**src/rtl/cache_types_pkg.sv**
```systemverilog
// Shared types and width helpers for the set-associative cache controller.
package cache_types_pkg;

    typedef enum logic [1:0] {
        IDLE,
        TAG_COMP,
        WRITEBACK,
        ALLOCATE
    } cache_state_e;

    // Index width for an n-entry table; never narrower than one bit.
    function automatic int idx_w(input int n);
        return (n > 1) ? $clog2(n) : 1;
    endfunction

endpackage

```
**src/rtl/plru_tree.sv**
```systemverilog
// Combinational tree-PLRU for one set: victim lookup and post-access tree update.
// Nodes are heap-ordered: node n has children 2n+1 (lower half) and 2n+2 (upper half).
module plru_tree
    import cache_types_pkg::*;
#(
    parameter int WAYS = 4
) (
    input  logic [WAYS-2:0]          tree,
    input  logic [idx_w(WAYS)-1:0]   access_way,
    output logic [idx_w(WAYS)-1:0]   victim,
    output logic [WAYS-2:0]          tree_next
);

    localparam int LEVELS = idx_w(WAYS);

    // NOTE: blocking assignments are correct here; this is pure combinational logic,
    // and every output gets a default before the loop so no latch is inferred.
    always_comb begin
        int node;
        victim = '0;
        node   = 0;
        for (int l = 0; l < LEVELS; l++) begin
            victim[LEVELS-1-l] = tree[node];
            node = 2 * node + 1 + int'(tree[node]);
        end
    end

    // Each node on the accessed way's path is flipped to point at the other half.
    always_comb begin
        int  node;
        logic upper;
        tree_next = tree;
        node      = 0;
        for (int l = 0; l < LEVELS; l++) begin
            upper           = access_way[LEVELS-1-l];
            tree_next[node] = ~upper;
            node = 2 * node + 1 + int'(upper);
        end
    end

endmodule

```
**src/rtl/assoc_cache_ctrl.sv**
```systemverilog
// Control FSM for a write-back, write-allocate set-associative cache with
// per-set tree-PLRU replacement. Tag/data/valid/dirty arrays live in the datapath.
module assoc_cache_ctrl
    import cache_types_pkg::*;
#(
    parameter int WAYS = 4,
    parameter int SETS = 8
) (
    input  logic                     clk,
    input  logic                     rst,
    input  logic                     mem_read,
    input  logic                     mem_write,
    input  logic [idx_w(SETS)-1:0]   set_idx,
    input  logic [WAYS-1:0]          way_hit_raw,
    input  logic [WAYS-1:0]          dirty,
    input  logic                     pmem_resp,
    output logic                     mem_resp,
    output logic                     pmem_read,
    output logic                     pmem_write,
    output logic [WAYS-1:0]          way_wr_en,
    output logic [WAYS-1:0]          valid_wr_en,
    output logic [WAYS-1:0]          dirty_wr_en,
    output logic                     dirty_in,
    output logic [idx_w(WAYS)-1:0]   sel_way,
    output logic                     tag_sel
);

    localparam int WW = idx_w(WAYS);

    cache_state_e    state_q, state_d;
    logic [WAYS-2:0] plru_q [SETS];
    logic [WAYS-2:0] plru_cur, plru_upd;
    logic [WW-1:0]   victim_q, victim_d;
    logic [WW-1:0]   hit_way, plru_victim;
    logic            hit, req, plru_we;

    assign req      = mem_read | mem_write;
    assign hit      = |way_hit_raw;
    assign plru_cur = plru_q[set_idx];

    // Lowest-index way wins when the datapath reports more than one match.
    always_comb begin
        hit_way = '0;
        for (int i = WAYS - 1; i >= 0; i--) begin
            if (way_hit_raw[i]) hit_way = WW'(i);
        end
    end

    plru_tree #(.WAYS(WAYS)) u_plru (
        .tree       (plru_cur),
        .access_way (hit_way),
        .victim     (plru_victim),
        .tree_next  (plru_upd)
    );

    always_comb begin
        state_d     = state_q;
        victim_d    = victim_q;
        plru_we     = 1'b0;
        mem_resp    = 1'b0;
        pmem_read   = 1'b0;
        pmem_write  = 1'b0;
        way_wr_en   = '0;
        valid_wr_en = '0;
        dirty_wr_en = '0;
        dirty_in    = 1'b0;
        sel_way     = '0;
        tag_sel     = 1'b0;
        // Outputs stay quiet while reset is held, whatever state is still registered.
        if (!rst) begin
            unique case (state_q)
                IDLE: begin
                    if (req) state_d = TAG_COMP;
                end
                TAG_COMP: begin
                    if (!req) begin
                        state_d = IDLE;
                    end else if (hit) begin
                        mem_resp = 1'b1;
                        sel_way  = hit_way;
                        plru_we  = 1'b1;
                        if (mem_write) begin
                            way_wr_en   = WAYS'(1) << hit_way;
                            dirty_wr_en = WAYS'(1) << hit_way;
                            dirty_in    = 1'b1;
                        end
                        state_d = IDLE;
                    end else begin
                        victim_d = plru_victim;
                        state_d  = dirty[plru_victim] ? WRITEBACK : ALLOCATE;
                    end
                end
                WRITEBACK: begin
                    pmem_write = 1'b1;
                    tag_sel    = 1'b1;
                    sel_way    = victim_q;
                    if (pmem_resp) state_d = ALLOCATE;
                end
                ALLOCATE: begin
                    pmem_read = 1'b1;
                    if (pmem_resp) begin
                        way_wr_en   = WAYS'(1) << victim_q;
                        valid_wr_en = WAYS'(1) << victim_q;
                        dirty_wr_en = WAYS'(1) << victim_q;
                        state_d     = TAG_COMP;
                    end
                end
                default: state_d = IDLE;
            endcase
        end
    end

    // NOTE: sequential state uses non-blocking assignments so every register
    // samples the pre-edge values of the others.
    always_ff @(posedge clk) begin
        if (rst) begin
            state_q  <= IDLE;
            victim_q <= '0;
            // NOTE: the PLRU array is flop-based and must come out of reset cleared,
            // so unlike a RAM it is explicitly reset here.
            for (int s = 0; s < SETS; s++) plru_q[s] <= '0;
        end else begin
            state_q  <= state_d;
            victim_q <= victim_d;
            if (plru_we) plru_q[set_idx] <= plru_upd;
        end
    end

endmodule

```
**config.mk**
```make
export PLATFORM = sky130hd
export DESIGN_NAME = assoc_cache_ctrl
export DESIGN_NICKNAME = d
export VERILOG_FILES = /design/src/rtl/cache_types_pkg.sv /design/src/rtl/plru_tree.sv /design/src/rtl/assoc_cache_ctrl.sv
export SDC_FILE = /design/constraint.sdc
export NUM_CORES = 1
export LEC_CHECK = 0
export BUFFER_PORTS_ARGS = -buffer_cell sky130_fd_sc_hd__buf_2
export CAP_MARGIN = 20
export CORE_MARGIN = 10
export CORE_UTILIZATION = 61
export CTS_BUF_LIST = sky130_fd_sc_hd__clkbuf_8
export CTS_CLUSTER_DIAMETER = 40
export DETAILED_ROUTE_END_ITERATION = 10
export PLACE_DENSITY = 0.85
export REMOVE_ABC_BUFFERS = 1
export SETUP_SLACK_MARGIN = 0.1
export SYNTH_ARGS = -nofsm -noshare
export SYNTH_HDL_FRONTEND = slang
export SYNTH_SLANG_ARGS = --single-unit
```
**constraint.sdc**
```tcl
create_clock -name clk -period 4.2 [get_ports clk]
set_clock_uncertainty 0.1 [all_clocks]
set_input_delay 0.63 -clock clk [delete_from_list [all_inputs] [get_ports clk]]
set_output_delay 0.63 -clock clk [all_outputs]
set_load 0.005 [all_outputs]
```
==> After elaboration in Yosys (flattened, before gate mapping) <==
Memories as Yosys holds them, arrays and structs flattened.
Index checks and enable logic that the tools add are counted.
{ "classes": {"n_addsub": 2, "multipliers": 0, "div": 0, "order_cmp": 4, "eq_ne": 6, "shift": 2, "muxes": 52, "n_bitwise": 4, "reduce_logical": 6} }
{ "ops": {"columns": ["cell", "n"], "rows": [
  ["$lt 32x4->1 const B", 2],
  ["$ge 32x1->1 const B", 1],
  ["$mux 4", 7],
  ["$mux 1", 24],
  ["$mux 2", 12],
  ["$pmux 2 s4", 1],
  ["$pmux 4 s2", 1],
  ["$shl 1x2->4 const A", 2],
  ["$mux 3", 2],
  ["$ne 2x2->1 const B", 3],
  ["$reduce_and 3->1", 2],
  ["$add 1x1->2 const A", 2],
  ["$bmux 1 s2", 2],
  ["$eq 2x2->1 const B", 2],
  ["$pmux 2 s2", 1],
  ["$reduce_or 4->1", 1],
  ["$bwmux 3", 1],
  ["$lt 2x3->1 const B", 1],
  ["$not 1->1", 3],
  ["$reduce_or 3->1", 1],
  ["$demux 1 s2", 1],
  ["$eq 2x1->1 const B", 1],
  ["$logic_not 2->1", 1],
  ["$logic_and 1x1->1", 1],
  ["$or 1x1->1", 1]
]} }
{ "totals": {"reg_bits": 4, "latchBits": 0, "mem_bits_rw": 24, "rom_bits": 0, "in_bits": 16, "output_inout_bits": 19, "word_cells": 79, "mem_count": 1} }
{ "memory_table": {"columns": ["memory", "depth", "word_bits", "read_ports", "rd_clocked_by_memory_dff", "wr", "line_no", "rtl"], "rows": [
  ["plru_q", 8, 3, 1, 0, 8, "assoc_cache_ctrl.sv:31", "logic [WAYS-2:0] plru_q [SETS];"]
]} }

==> Logic depth before layout (Yosys ltp) <==
{ "logic_depth": {"word_depth": 11, "depth_mapped": 8, "depth_no_buf": 7} }

==> Hierarchy <==
Synthesis repeated with hierarchy kept, for this count alone.
{ "unflattened": {"hier_cells": 184, "area_unflattened_um2": 1876.8} }
{ "modules_own_cells": {"columns": ["module", "instances", "cells_each", "area_per_inst_um2", "seq_area_each_um2"], "rows": [
  ["assoc_cache_ctrl", 1, 177, 1830.5, 800.8],
  ["plru_tree", 1, 7, 46.3, 0.0]
]} }

==> Worst setup path after synthesis <==
OpenSTA, ideal clock, no wires.
{ "synth_path": {"path_type": "input-to-output", "from": "input way_hit_raw[1]", "to": "output way_wr_en[3]", "arrival_ns": 1.623, "required_time_ns": 3.470, "path_slack_ns": 1.847, "path_stages": 6, "path_buffers": 2, "cell_sequence": "nor2_1 > o21a_1 > clkbuf_1 > nand4_1 > a21oi_1 > buf_4"} }
{ "synth_between": {"elab_chain_len": 8} }
{ "synth_lines": {"columns": ["element", "line_no", "rtl"], "rows": [
  ["from (decl)", "assoc_cache_ctrl.sv:14", "input logic [WAYS-1:0] way_hit_raw,"],
  ["$mux 2 (2 in series)", "assoc_cache_ctrl.sv:45", "if (way_hit_raw[i]) hit_way = WW'(i);"],
  ["$shl 1x2->4", null, null],
  ["$mux 4", null, null],
  ["$mux 4 * (2 in series)", null, null],
  ["$pmux 4 s2 *", null, null],
  ["$mux 4 *", null, null],
  ["to (decl)", "assoc_cache_ctrl.sv:20", "output logic [WAYS-1:0] way_wr_en,"]
]} }
Mark *: on every way between the ends. The rest lies on a longest branch, timed or not.

==> Final worst setup path <==
{ "layout_path": {"from": "register state_q[0]", "to": "output dirty_wr_en[2]"} }
{ "layout_between": {"elab_chain_len": 3} }
{ "layout_lines": {"columns": ["element", "line_no", "rtl"], "rows": [
  ["from (decl)", "assoc_cache_ctrl.sv:30", "cache_state_e state_q, state_d;"],
  ["from (signal assigned)", "assoc_cache_ctrl.sv:123", "state_q <= state_d;"],
  ["$eq 2x2->1 / $eq 2x1->1 (equally long branches)", "assoc_cache_ctrl.sv:71", "unique case (state_q)"],
  ["$pmux 4 s2 *", "assoc_cache_ctrl.sv:71", null],
  ["$mux 4 *", "assoc_cache_ctrl.sv:70", "if (!rst) begin"],
  ["to (decl)", "assoc_cache_ctrl.sv:22", "output logic [WAYS-1:0] dirty_wr_en,"]
]} }
Marked as above.

==> summary.txt <==
Clock tree
  – CTS tree: done
  – Number of setup buffers added after CTS: 0
  – H-tree depth: 1
  – Num CTS Buffers: 3
  – Hold_buf cts: 0
  – Clock Latency Late Sink: roughly 0.27 ns
  – Clock sink count: 28
  – Clock-pin slew of the registers on the worst-case setup and hold paths: 0.08 ns
  – Max Root-Sink Buffers: 2
  – Cts repair resizes: 0
  – Clock Tree Root: clkbuf_8

Run status
  – Status: finished clean

Die
  – Row count: 19
  – Effective utilization at floorplan: 0.626
  – Die W: just over 70 microns
  – Core area: ~0.0027 sq mm
  – Ports: 35
  – Die area: between 0.005 and 0.006 sq mm
  – Die height: roughly 73 microns

Global routing
  – Grt met1 use: 0.159
  – Vias in the first global route: 1353
  – Total gr overflow: 0
  – GR Layer Usage met3: 0.0612
  – GR peak layer: met2
  – Overall Global Routing Usage: 0.143
  – Antenna violations before repair: 0
  – First-pass GRT wire length: between 6 and 7 mm
  – Largest net degree at the start of global routing: 24
  – M2 GR Usage: 0.233

Power and ir drop
  – Peak VDD IR: approximately 0.37 mV
  – Total power: 0.000540 W
  – Pleak: 0.795 nW
  – Pwr/cell area: 288 mW/mm^2

STA
  – RSZ-0062 raised after global routing: no
  – Fin crit share: 0.625
  – Actual slew at the worst max-slew pin: roughly 0.77 ns
  – Achievable clock frequency: ~380 MHz
  – Sum Neg Setup Slack: 0 ns
  – Final hold vios: 0
  – Fin crit period: 2.62 ns
  – Slew HR: 0.483
  – Final slew viol count: 0
  – Final setup viols: 0

Critical path
  – Slowest stage delay, CP: just under 0.4 ns
  – CP Data Required Time: 3.47 ns
  – Worst path bufs/invs: 1
  – Critical path's top delay family: simple AND/OR/NAND/NOR gates
  – Cells along the critical path: ha_1 -> nand2_1 -> or2_2 -> nor3b_1 -> o21bai_1 -> buf_2
  – Worst EP arrival: about 1.9 ns
  – Critical path launch point type: flop
  – CP max FO: 4
  – Crit-path slowest cell: dfxtp_1
  – Reg-to-reg setup timing slack: slightly below 2 ns
  – Crit. End Element: output port
  – CP Class: flop to output port

Routing
  – Post-DRT Antenna Nets: 0
  – Wire per inst: 17.1 microns
  – DRC Markers: 0
  – Drt pass-1 iters: 4
  – DRT Wirelength: roughly 3.8 mm
  – Vias: about 1300
  – DRT iter0 DRCs: 129
  – DR vias/cell: 6.07

Synthesis
  – Warnings, synthesis: 0
  – Number of flops mapped to enable cells by yosys: 24
  – Netlist cell types: 38
  – Synth Register Bits: 28
  – Syn_area_per_cell: ~10 sq um
  – Post-Syn Instances: 163
  – Area contributors post-synth: edfxtp_1, nor2_1, mux2i_1, dfxtp_1, nand2b_1
  – Yosys top cell area share: 0.425
  – Async SR Flop Fraction: 0
  – Post-Syn Area: roughly 0.0017 sq mm
  – Leading register cell type out of synthesis: edfxtp_1
  – Cell taking the most area after synthesis: edfxtp_1
  – Register area share after synthesis: 0.472

Flow run
  – Max Cap Viol: 0

Final layout
  – Final Cell Area: between 0.0015 and 0.002 sq mm
  – Fin nets: 210
  – N_diodes: 0
  – Area grow syn2layout: 10.7%
  – Final core utilization: 0.693
  – Share of cells above drive strength 1: 0.228

Place
  – Gpl congestion: 0.913
  – Final HPWL DP: between 2 and 3 mm
  – Input/output buffers: 34
  – Area after DPL: 0.00183 sq mm

Worst hold path
  – Hold/Removal Path Class: flop to flop
==> state kept, by name, summed over array words and instances (netlist names) <==
signal    flops
state_q       2
victim_q      2
plru_q       24
==> worst min-delay path, delay by kind of cell (launching register included) <==
family | cells | cell delay (ns)
compound gates | 1 | 0.05
simple gates | 1 | 0.13
flops | 1 | 0.39
==> report_power, final <==
group	total (W)	leakage [nW]	switching, W	internal [W]
clock network	0.000141	0.0269	0.0000750	0.0000655
logic	0.0000831	0.488	0.0000492	0.0000339
registers	0.000317	0.280	0.00000458	0.000312
==> layout by cell type (no fill, tap or decap), drive strengths merged <==
cell type	instances
a211oi	1
a21oi	4
a22oi	2
a311o	1
a31oi	1
and2	3
and3	1
buf	34
clkbuf	3
dfxtp	4
edfxtp	24
ha	4
inv	5
mux2i	13
mux4	4
nand2	8
nand2b	11
nand3	3
nand3b	1
nand4	3
nand4b	1
nor2	36
nor2b	3
nor3	3
nor3b	2
nor4	2
o211ai	1
o21a	4
o21ai	2
o21bai	3
or2	1
or3b	1
==> Yosys cell counts (2+ instances only) <==
cell       n
o21a_1     4
and2_1     3
nand2_1    8
mux4_1     2
clkbuf_1   5
nor2b_1    3
inv_1      4
dfxtp_1    4
nor3b_1    2
nor3_1     3
mux2i_1   12
ha_1       4
nor4_1     2
a21oi_1    3
o21bai_1   3
edfxtp_1  24
nand3_1    3
a22oi_1    2
mux4_2     2
nand4_1    3
buf_4      5
nor2_1    36
nand2b_1  11
==> metal layers <==
metal	part of all wire	wire [microns]	vias up
met1	0.38	1420	638
li1	-	-	630
met5	0	0	-
met3	0.12	445	8
met4	0.015	57	0
met2	0.49	1850	60
==> path summary, 6_finish.rpt <==
path	depth (start not counted)	end	startpoint
worst max-delay path	6	dirty_wr_en[2]	state_q[0]$_SDFFE_PP0P_
worst min-delay path	2	victim_q[1]$_SDFFE_PP0P_	victim_q[1]$_SDFFE_PP0P_
worst max register to register	6	plru_q[4][1]$_SDFFCE_PN0P_	state_q[1]$_SDFFE_PP0P_
worst min register to register	2	victim_q[1]$_SDFFE_PP0P_	victim_q[1]$_SDFFE_PP0P_
==> cell type report <==
class / instances / area (sq um)
multi-input cells: 119 / 808
flip-flops and latches: 28 / 801
fillers: 223 / 832
repair buffers: 34 / 170
inverters: 4 / 15.0
clock buffers: 3 / 41.3
well taps: 31 / 38.8
clock inverters: 1 / 3.75
==> cells by family after synthesis <==
logic type               Yosys count  share of synthesized area
multiplexers                      17                      0.142
AO/OA/AOI/OAI                     19                     0.0782
flip-flops                        28                      0.472
buffers and inverters             16                     0.0516
adder cells (fa/ha/maj)            4                     0.0295
AND/OR/NAND/NOR                   79                      0.227
==> through the flow <==
stage,worst slack (ns),hold WS (ns),std cells
after CTS,1.56,0.513,220
final,1.58,0.518,220
after floorplan,2.02,0.437,151
after global placement,1.76,0.481,216
after global routing,1.35,0.553,220
after detailed placement,1.71,0.502,216
Power figures use the tool's default switching activity.
